===== src/rtl/ram_arb16_if.sv =====
// Requester-side bus of the RAM arbiter: packed per-requester request fields
// plus the shared completion signals.
interface ram_arb16_if #(
    parameter int NREQ = 3,
    parameter int AW   = 16
);
    logic [NREQ-1:0]      req;
    logic [NREQ-1:0]      req_we;
    logic [2*NREQ-1:0]    req_be;
    logic [AW*NREQ-1:0]   req_addr;
    logic [16*NREQ-1:0]   req_dati;
    logic [NREQ-1:0]      ack;
    logic [15:0]          dato;
    logic                 busy;

    modport master (
        output req, req_we, req_be, req_addr, req_dati,
        input  ack, dato, busy
    );

    modport slave (
        input  req, req_we, req_be, req_addr, req_dati,
        output ack, dato, busy
    );
endinterface


===== src/rtl/ram_arb16.sv =====
// Round-robin arbiter onto RAM port A; byte-enabled writes become a
// read-modify-write because the RAM has no byte lanes.
module ram_arb16 #(
    parameter int NREQ = 3,
    parameter int AW   = 16
) (
    input  logic          clk,
    input  logic          rst,
    ram_arb16_if.slave    bus,
    output logic [AW-1:0] ram_addr,
    output logic [15:0]   ram_dati,
    output logic          ram_we,
    input  logic [15:0]   ram_dato
);
    localparam int IW  = (NREQ > 1) ? $clog2(NREQ) : 1;
    localparam int IW1 = IW + 1;

    typedef enum logic [1:0] {IDLE, RD, DAT, WR} state_t;

    state_t          state_q;
    logic [IW-1:0]   last_q, win_q;
    logic            we_q;
    logic [1:0]      be_q;
    logic [15:0]     dati_q;
    logic [NREQ-1:0] ack_q;
    logic [15:0]     dato_q;
    logic [AW-1:0]   ram_addr_q;
    logic [15:0]     ram_dati_q;
    logic            ram_we_q;

    logic            found_d;
    logic [IW-1:0]   win_d;
    logic            sel_we;
    logic [1:0]      sel_be;
    logic [AW-1:0]   sel_addr;
    logic [15:0]     sel_dati;

    // Search starts one past the last winner and wraps modulo NREQ.
    always_comb begin
        logic [IW1-1:0] idx;
        found_d = 1'b0;
        win_d   = '0;
        idx     = '0;
        for (int i = 1; i <= NREQ; i++) begin
            idx = {1'b0, last_q} + IW1'(i);
            if (idx >= IW1'(NREQ)) idx = idx - IW1'(NREQ);
            if (!found_d && bus.req[idx[IW-1:0]]) begin
                found_d = 1'b1;
                win_d   = idx[IW-1:0];
            end
        end
    end

    always_comb begin
        sel_we   = 1'b0;
        sel_be   = '0;
        sel_addr = '0;
        sel_dati = '0;
        for (int i = 0; i < NREQ; i++) begin
            if (IW'(i) == win_d) begin
                sel_we   = bus.req_we[i];
                sel_be   = bus.req_be[2*i +: 2];
                sel_addr = bus.req_addr[AW*i +: AW];
                sel_dati = bus.req_dati[16*i +: 16];
            end
        end
    end

    always_ff @(posedge clk) begin
        if (rst) begin
            state_q    <= IDLE;
            last_q     <= IW'(NREQ - 1);
            win_q      <= '0;
            we_q       <= 1'b0;
            be_q       <= '0;
            dati_q     <= '0;
            ack_q      <= '0;
            dato_q     <= '0;
            ram_addr_q <= '0;
            ram_dati_q <= '0;
            ram_we_q   <= 1'b0;
        end else begin
            ack_q <= '0;
            case (state_q)
                IDLE: begin
                    if (found_d) begin
                        last_q <= win_d;
                        win_q  <= win_d;
                        we_q   <= sel_we;
                        be_q   <= sel_be;
                        dati_q <= sel_dati;
                        if (sel_we && sel_be == 2'b00) begin
                            ack_q <= NREQ'(1) << win_d;
                        end else if (sel_we && sel_be == 2'b11) begin
                            ram_addr_q <= sel_addr;
                            ram_dati_q <= sel_dati;
                            ram_we_q   <= 1'b1;
                            state_q    <= WR;
                        end else begin
                            ram_addr_q <= sel_addr;
                            ram_we_q   <= 1'b0;
                            state_q    <= RD;
                        end
                    end
                end
                RD: state_q <= DAT;
                DAT: begin
                    if (!we_q) begin
                        dato_q  <= ram_dato;
                        ack_q   <= NREQ'(1) << win_q;
                        state_q <= IDLE;
                    end else begin
                        // Merge the enabled bytes into the word just read.
                        ram_dati_q <= {be_q[1] ? dati_q[15:8] : ram_dato[15:8],
                                       be_q[0] ? dati_q[7:0]  : ram_dato[7:0]};
                        ram_we_q   <= 1'b1;
                        state_q    <= WR;
                    end
                end
                WR: begin
                    ram_we_q <= 1'b0;
                    ack_q    <= NREQ'(1) << win_q;
                    state_q  <= IDLE;
                end
                default: state_q <= IDLE;
            endcase
        end
    end

    assign bus.ack  = ack_q;
    assign bus.dato = dato_q;
    assign bus.busy = (state_q != IDLE);
    assign ram_addr = ram_addr_q;
    assign ram_dati = ram_dati_q;
    assign ram_we   = ram_we_q;
endmodule


===== src/flat_wrapper.sv =====
// flat-port wrapper written by rule: the top's interface ports become plain ports
module ram_arb16_flat 
#(
    parameter int NREQ = 3,
    parameter int AW   = 16
)
  (clk, rst, ram_addr, ram_dati, ram_we, ram_dato, bus_req, bus_req_we, bus_req_be, bus_req_addr, bus_req_dati, bus_ack, bus_dato, bus_busy);
  ram_arb16_if #(.NREQ(NREQ), .AW(AW)) bus_i ();
  input  logic clk;
  input  logic rst;
  output logic [AW-1:0] ram_addr;
  output logic [15:0] ram_dati;
  output logic ram_we;
  input  logic [15:0] ram_dato;
  input wire logic [$bits(bus_i.req)-1:0] bus_req;
  input wire logic [$bits(bus_i.req_we)-1:0] bus_req_we;
  input wire logic [$bits(bus_i.req_be)-1:0] bus_req_be;
  input wire logic [$bits(bus_i.req_addr)-1:0] bus_req_addr;
  input wire logic [$bits(bus_i.req_dati)-1:0] bus_req_dati;
  output wire logic [$bits(bus_i.ack)-1:0] bus_ack;
  output wire logic [$bits(bus_i.dato)-1:0] bus_dato;
  output wire logic [$bits(bus_i.busy)-1:0] bus_busy;
  assign bus_i.req = bus_req;
  assign bus_i.req_we = bus_req_we;
  assign bus_i.req_be = bus_req_be;
  assign bus_i.req_addr = bus_req_addr;
  assign bus_i.req_dati = bus_req_dati;
  assign bus_ack = bus_i.ack;
  assign bus_dato = bus_i.dato;
  assign bus_busy = bus_i.busy;
  ram_arb16 #(.NREQ(NREQ), .AW(AW)) u_core (.clk(clk), .rst(rst), .bus(bus_i), .ram_addr(ram_addr), .ram_dati(ram_dati), .ram_we(ram_we), .ram_dato(ram_dato));
endmodule

===== config.mk =====
export PLATFORM = sky130hd
export DESIGN_NAME = ram_arb16_flat
export DESIGN_NICKNAME = d
export VERILOG_FILES = /design/src/rtl/ram_arb16_if.sv /design/src/rtl/ram_arb16.sv /design/src/flat_wrapper.sv
export SDC_FILE = /design/constraint.sdc
export NUM_CORES = 1
export LEC_CHECK = 0
export BUFFER_PORTS_ARGS = -buffer_cell sky130_fd_sc_hd__buf_2
export CAP_MARGIN = 5
export CORE_UTILIZATION = 50
export DETAILED_ROUTE_END_ITERATION = 6
export HOLD_SLACK_MARGIN = 0.02
export MAX_ROUTING_LAYER = met4
export PLACE_DENSITY = 0.82
export SLEW_MARGIN = 20
export SYNTH_ARGS = -nofsm -noshare
export SYNTH_HDL_FRONTEND = slang
export SYNTH_SLANG_ARGS = --single-unit

===== constraint.sdc =====
create_clock -name clk -period 3 [get_ports clk]
set_input_delay 0.3 -clock clk [delete_from_list [all_inputs] [get_ports clk]]
set_output_delay 0.3 -clock clk [all_outputs]
set_load 0.005 [all_outputs]

==> out/results.tsv, run 1 <==
metric	value	unit
status	finished, violations left	
violated checks	design-rule violations	
Hold Crit Start	ram_dato[7]	
met2 usage	0.5390	
Tmin final	2.848	ns
Die Ht	97.85	um
Clock Latency Late Sink	0.36	ns
met3 track demand over resource	0.07301	
Most Crowded Layer GR	met2	
area leader, netlist	dfxtp_1	
CTS buffer count	9	
Worst Reg-to-Reg Cells	10	
worst slew pin tran	0.7330	ns
Post-Synth Simple-Gate Area	0.2160	
CTS tree	yes	
clk sinks	76	
crit-path leading delay family	simple AND/OR/NAND/NOR gates	
Min Hold Slack	0.1894	ns
share of cells above drive strength 1	0.3315	
RR Endpoint	u_core.ram_addr[15]$_SDFFE_PP0P_	
CP Class	reg -> reg	
syn_area_per_cell	7.960	um2
Final ANT Viol Nets	0	
xor and xnor fraction of the mapped netlist area	0	
sequential power share	0.257	
Leakage	2.511	nW
port buffer count	178	
DRT Wirelength	14510	um
Congestion Overflow GR	0	
Critical Path Sink Type	flip-flop	
FF+latch count, synth	76	
count leader, synth	nand2_1	
synth cell count leaders	nand2_1, dfxtp_1, a21oi_1, nor2_1, mux2i_1	
switching share of total power	0.4671	
post-CTS setup buffers	0	
core area	8806	um2
DP HPWL	10920	um
Yosys Warn Count	0	
Worst Path Max Fanout	17	
Initial Util	0.5216	
Async SR Flop Fraction	0	
Clk pin slew, worst setup/hold paths	0.08	ns
Ports	179	
vias per std cell	6.026	
setup_tns	0	ns
area growth from synthesis to layout	27.43	%
Worst Hold Path EP	u_core.bus.dato[7]$_SDFFE_PP0P_	
CTS H-tree lvls	3	
Hold Fails Final Rpt	0	
GRT Util Overall	0.3131	
die area	9574	um2
final instance area	5853	um2
via count	5128	
Hold WC Path Type	in -> reg	
Synth Area in Compound Gates	0.2847	
Final period util	0.9493	
Root Buffer	clkbuf_8	
Die W	97.85	um
initial antenna violation count	0	
slowest stage cell, crit path	ha_2	
worst r2r src	u_core.last_q[1]$_SDFFE_PP1P_	
fmax	351.1	MHz
unrepaired setup endpoints after global routing	no	
Setup Skew	0.006991	ns
Buf/Inv on CP	3	
post-synthesis mux area share	0.09997	
Worst Path Required	3.28	ns
DRC viols	44	
unique cell type count in the Yosys netlist	51	
DRT Pass-1 Iters	7	
Post-Syn Area	4593	um2
adder-cell share of the synthesized area	0.008172	
vias in the first global route	4990	
final count of pins violating max slew	0	
Setup-failing EPs final	0	
largest net degree at the start of global routing	46	
Layout Nets	867	
crit-path cells	inv_1, ha_2, nand2b_1, nand3_1, buf_4, or3_1, o31a_2, o31ai_4, buf_12, mux2i_1	
Clock Tree Buf Depth	2	
first-pass GRT wire length	23550	um
GP Congestion	0.9328	
Post-synth EDFFs	0	
Synth area leaders	dfxtp_1, mux2i_1, nand2_1	
Max Cap Viol	0	
row count	34	
R2R Setup Slk	0.15	ns
main combinational cell family by area after synthesis	compound AO/OA/AOI/OAI gates	
Clk network pwr share	0.122	
hold depth	3	
1st-iter DRT viols	372	
VDD IR max	633.2	uV
PwrDens	1095	nW/um2
met1 usage	0.3594	
Int Pwr	3.415	mW
DR WL/cell	17.05	um
area share of the largest cell type after synthesis	0.3312	
Core Util, Final	0.6647	
Sw Pwr	2.993	mW
Post-Synthesis Cells	577	
CP startpoint kind	flip-flop	
Syn Nets	706	
Cell Area, Placed	5628	um2
worst relative slew slack	0.5113	
slowest stage delay, CP	0.42	ns
Worst Path Arrival	3.13	ns
post-synthesis sequential area ratio	0.3312	
Synth Flop Type	dfxtp_1	
Gate power share	0.621	
[registers in the layout, summed over array words and instances (netlist names)]
name	cells
u_core.we_q	1
u_core.ram_addr	16
u_core.bus.dato	16
u_core.last_q	1
u_core.win_q	2
u_core.bus.ack	3
u_core.ram_dati	16
u_core.ram_we	1
u_core.dati_q	16
u_core.state_q	2
u_core.be_q	2
[placed cells by master, fill, tap and decap left out, types with 3 or more instances in the layout]
| cell type | instances |
|---|---|
| inv_1 | 5 |
| nand2b_1 | 21 |
| a211oi_1 | 14 |
| o211ai_1 | 18 |
| nand3_1 | 3 |
| o31a_1 | 22 |
| a211o_1 | 13 |
| dfxtp_1 | 76 |
| a21oi_1 | 46 |
| a311oi_1 | 7 |
| nor3b_1 | 9 |
| buf_2 | 178 |
| nor4_1 | 10 |
| a31oi_1 | 11 |
| mux2i_1 | 38 |
| mux2_2 | 7 |
| o21ai_0 | 3 |
| a311o_1 | 5 |
| nor2_1 | 41 |
| buf_4 | 25 |
| clkbuf_8 | 9 |
| nand2_1 | 94 |
| nor3_1 | 12 |
| o31ai_1 | 18 |
| nand4_1 | 12 |
[timing repair]
action / in CTS / in global routing
gates resized for setup: 0 / 8
endpoints found under the setup margin: 0 / 38
hold buffers: 0 / 0
[power by group through the flow]
stage,combinational [mW],sequential [mW],clock (mW)
after detailed placement,3.86,1.66,0
after global routing,4.30,1.69,0.833
after CTS,3.87,1.65,0.789
after global placement,3.76,1.65,0
after floorplan,2.71,1.60,0
final,3.98,1.65,0.782
[worst register-to-register path: cells and delay by family (launching register included)]
kind                       cells  cell delay, ns
adders and majority gates      1            0.42
AOI/OAI and AO/OA              2            0.55
buffers and inverters          3            0.51
muxes                          1            0.22
DFF                            1            0.36
and+or+nand+nor                3            0.72
[worst max-delay path by stage]
| stage | from | to | slack, ns | cells past startpoint |
|---|---|---|---|---|
| floorplan | u_core.win_q[0]$_SDFFE_PP0P_ | u_core.ram_addr[10]$_SDFFE_PP0P_ | 0.29 | 12 |
| global placement | u_core.win_q[0]$_SDFFE_PP0P_ | u_core.ram_dati[4]$_SDFFE_PP0P_ | 0.21 | 8 |
| detailed placement | u_core.last_q[1]$_SDFFE_PP1P_ | u_core.ram_addr[15]$_SDFFE_PP0P_ | 0.10 | 10 |
| CTS | u_core.last_q[1]$_SDFFE_PP1P_ | u_core.ram_addr[15]$_SDFFE_PP0P_ | 0.1 | 10 |
| global route | u_core.last_q[1]$_SDFFE_PP1P_ | u_core.ram_addr[15]$_SDFFE_PP0P_ | 0.005 | 10 |
| finish | u_core.last_q[1]$_SDFFE_PP1P_ | u_core.ram_addr[15]$_SDFFE_PP0P_ | 0.15 | 10 |
[final cells by class]
| cell class | count | area [um2] |
|---|---|---|
| Antenna cell | 1 | 2.502 |
| Clock buffer | 9 | 123.9 |
| Clock inverter | 6 | 63.81 |
| Fill cell | 775 | 2953 |
| Inverter | 6 | 22.52 |
| Multi-Input combinational cell | 440 | 2865 |
| Sequential cell | 76 | 1521 |
| Tap cell | 108 | 135.1 |
| Timing Repair Buffer | 205 | 1119 |
[cell families after synthesis]
group / Yosys count
multiplexers: 45
AO/OA/AOI/OAI: 179
AND/OR/NAND/NOR: 213
adder cells (fa/ha/maj): 3
buffers and inverters: 61
flip-flops: 76
[layer usage]
metal | wire length (um) | up-vias
met5 | 0 | -
met3 | 1024 | 33
met2 | 7246 | 249
met1 | 5959 | 2387
met4 | 283 | 0
li1 | - | 2459
[per-stage QoR]
stage / std cells / power, mW / worst slack [ns]
6_report: 851 / 6.409 / 0.1522
5_1_grt: 850 / 6.825 / 0.005343
4_1_cts: 850 / 6.305 / 0.09868
3_5_place_dp: 835 / 5.522 / 0.1048
3_3_place_gp: 835 / 5.414 / 0.2130
2_1_floorplan: 577 / 4.307 / 0.2897
Power figures use the tool's default switching activity.
==> run 2, diff against run 1 <==
--- a/config.mk
+++ b/config.mk
@@ -12,6 +12,7 @@
 export HOLD_SLACK_MARGIN = 0.02
 export MAX_ROUTING_LAYER = met4
 export PLACE_DENSITY = 0.82
+export RECOVER_POWER = 50
 export SLEW_MARGIN = 20
 export SYNTH_ARGS = -nofsm -noshare
 export SYNTH_HDL_FRONTEND = slang
==> run 2 against run 1 <==
Non-clock buffer count unchanged. First-iteration DRC count is 12% lower. Combinational power about the same. Highest routed layer unchanged. Setup slack better by 0.0012 ns. Largest power group unchanged. Sequential power barely moved. Register-to-register slack about the same. Count of clock-buffer cells in the layout stayed put. Largest cell class unchanged. The run still ends with design-rule violations left.
==> out/results.tsv, run 2 (synthesis results as in run 1) <==
metric	value	unit	change
Worst Path Max Fanout	17		unchanged
GRT Util Overall	0.3131		unchanged
worst relative slew slack	0.2597		-0.2517
Worst Path Arrival	3.13	ns	about the same
vias per std cell	6.033		+0.12%
setup_tns	0	ns	unchanged
Tmin final	2.847	ns	-0.001178 ns
via count	5134		+0.12%
Worst Path Required	3.29	ns	about the same
Clock Tree Buf Depth	2		unchanged
share of cells above drive strength 1	0.2938		-0.03774
vias in the first global route	4990		unchanged
Clk pin slew, worst setup/hold paths	0.08	ns	about the same
area growth from synthesis to layout	26.64	%	
Ports	179		unchanged
met2 WL post-DR	7175	um	-0.98%
Setup-failing EPs final	0		unchanged
row count	34		unchanged
FF/Latch Area	1521	um2	unchanged
CTS tree	yes		
Die Ht	97.85	um	unchanged
CTS H-tree lvls	3		unchanged
first-pass GRT wire length	23550	um	unchanged
GP Congestion	0.9328		unchanged
Critical Path Sink Type	flip-flop		
CP Class	reg -> reg		
Hold WC Path Type	in -> reg		
area of the multi-input gates	2863	um2	about the same
Filler cells	787		+1.5%
Initial Util	0.5216		unchanged
Setup Skew	0.004384	ns	-0.002607 ns
CTS buffer count	9		unchanged
violated checks	design-rule violations		
initial antenna violation count	0		unchanged
fmax	351.3	MHz	about the same
Max Cap Viol	0		unchanged
post-CTS setup buffers	0		unchanged
worst slew pin tran	1.106	ns	+0.3734 ns
Final ANT Viol Nets	0		unchanged
core area	8806	um2	unchanged
final count of pins violating max slew	0		unchanged
PwrDens	1098	nW/um2	+0.27%
DRT Pass-1 Iters	7		unchanged
DRC viols	44		unchanged
Final period util	0.9489		about the same
DR WL/cell	17.07	um	about the same
DP HPWL	10920	um	unchanged
Leakage	2.401	nW	-4.4%
Core Util, Final	0.6606		-0.004120
Hold Fails Final Rpt	0		unchanged
port buffer count	178		unchanged
clk sinks	76		unchanged
most frequent cells in the layout	buf_2, nand2_1, dfxtp_1, a21oi_1, nor2_1		
Clock Latency Late Sink	0.36	ns	about the same
DR WL met3	1039	um	+1.5%
metal1 wirelength	6041	um	+1.4%
most common cell after layout, fill and taps aside	buf_2		
Root Buffer	clkbuf_8		
1st-iter DRT viols	328		-12%
die area	9574	um2	unchanged
Die W	97.85	um	unchanged
Congestion Overflow GR	0		unchanged
largest net degree at the start of global routing	46		unchanged
CP startpoint kind	flip-flop		
DRT Wirelength	14520	um	about the same
status	finished, violations left		
Layout Nets	867		unchanged
VDD IR max	618.4	uV	-2.3%
unrepaired setup endpoints after global routing	no		
DR top layer	met4		
-- run 2: metrics by stage --
step	instances	setup slack (ns)	area, um2	power, mW	hold slack [ns]
floorplan	577	0.2897	4593	4.307	0.4360
global placement	835	0.2130	5628	5.414	0.4381
detailed placement	835	0.1048	5628	5.522	0.4437
CTS	850	0.09868	5816	6.305	0.1824
global route	850	0.005343	5814	6.796	0.1857
finish	851	0.1533	5817	6.386	0.1866
-- run 2: timing repair --
item	CTS	global route
setup endpoints to repair	0	38
resized for setup	0	8
hold buffers	0	0
-- run 2: final timing paths --
path                                                        from                          endpoint  cells past startpoint  slack, ns
worst max-delay path               u_core.last_q[1]$_SDFFE_PP1P_  u_core.ram_addr[15]$_SDFFE_PP0P_                     10       0.15
worst min-delay path                                 ram_dato[3]   u_core.bus.dato[3]$_SDFFE_PP0P_                      3       0.19
worst max register to register     u_core.last_q[1]$_SDFFE_PP1P_  u_core.ram_addr[15]$_SDFFE_PP0P_                     10       0.15
worst min register to register  u_core.bus.dato[15]$_SDFFE_PP0P_  u_core.bus.dato[15]$_SDFFE_PP0P_                      2       0.46
-- run 2: worst max-delay path, cell delays in order (launching register included) --
cell and delay, ns:
dfxtp_1 0.36, inv_1 0.07, ha_2 0.43, nand2b_1 0.13, nand3_1 0.17, buf_4 0.23, or3_1 0.42, o31a_2 0.23
o31ai_4 0.31, buf_12 0.21, mux2i_1 0.21
-- run 2: metal layers --
layer,vias to the layer above,global-route usage
met4,0,0.09674
met3,31,0.07301
met1,2398,0.3594
li1,2459,-
met2,246,0.5390
met5,-,-
-- run 2: area by class of cell --
| class | count | share of cell area |
|---|---|---|
| Inverter | 6 | 0.003872 |
| Clock inverter | 6 | 0.01097 |
| Antenna cell | 1 | 0.0004302 |
| Timing Repair Buffer | 205 | 0.1865 |
| Tap cell | 108 | 0.02323 |
| Multi-Input combinational cell | 440 | 0.4921 |
| Clock buffer | 9 | 0.02129 |
| Sequential cell | 76 | 0.2616 |
-- run 2: report_power, final --
group	total (mW)	leakage, nW	internal [mW]	switching (mW)
registers	1.65	0.623	1.39	0.259
logic	3.95	1.69	1.61	2.33
clock network	0.785	0.0915	0.380	0.405
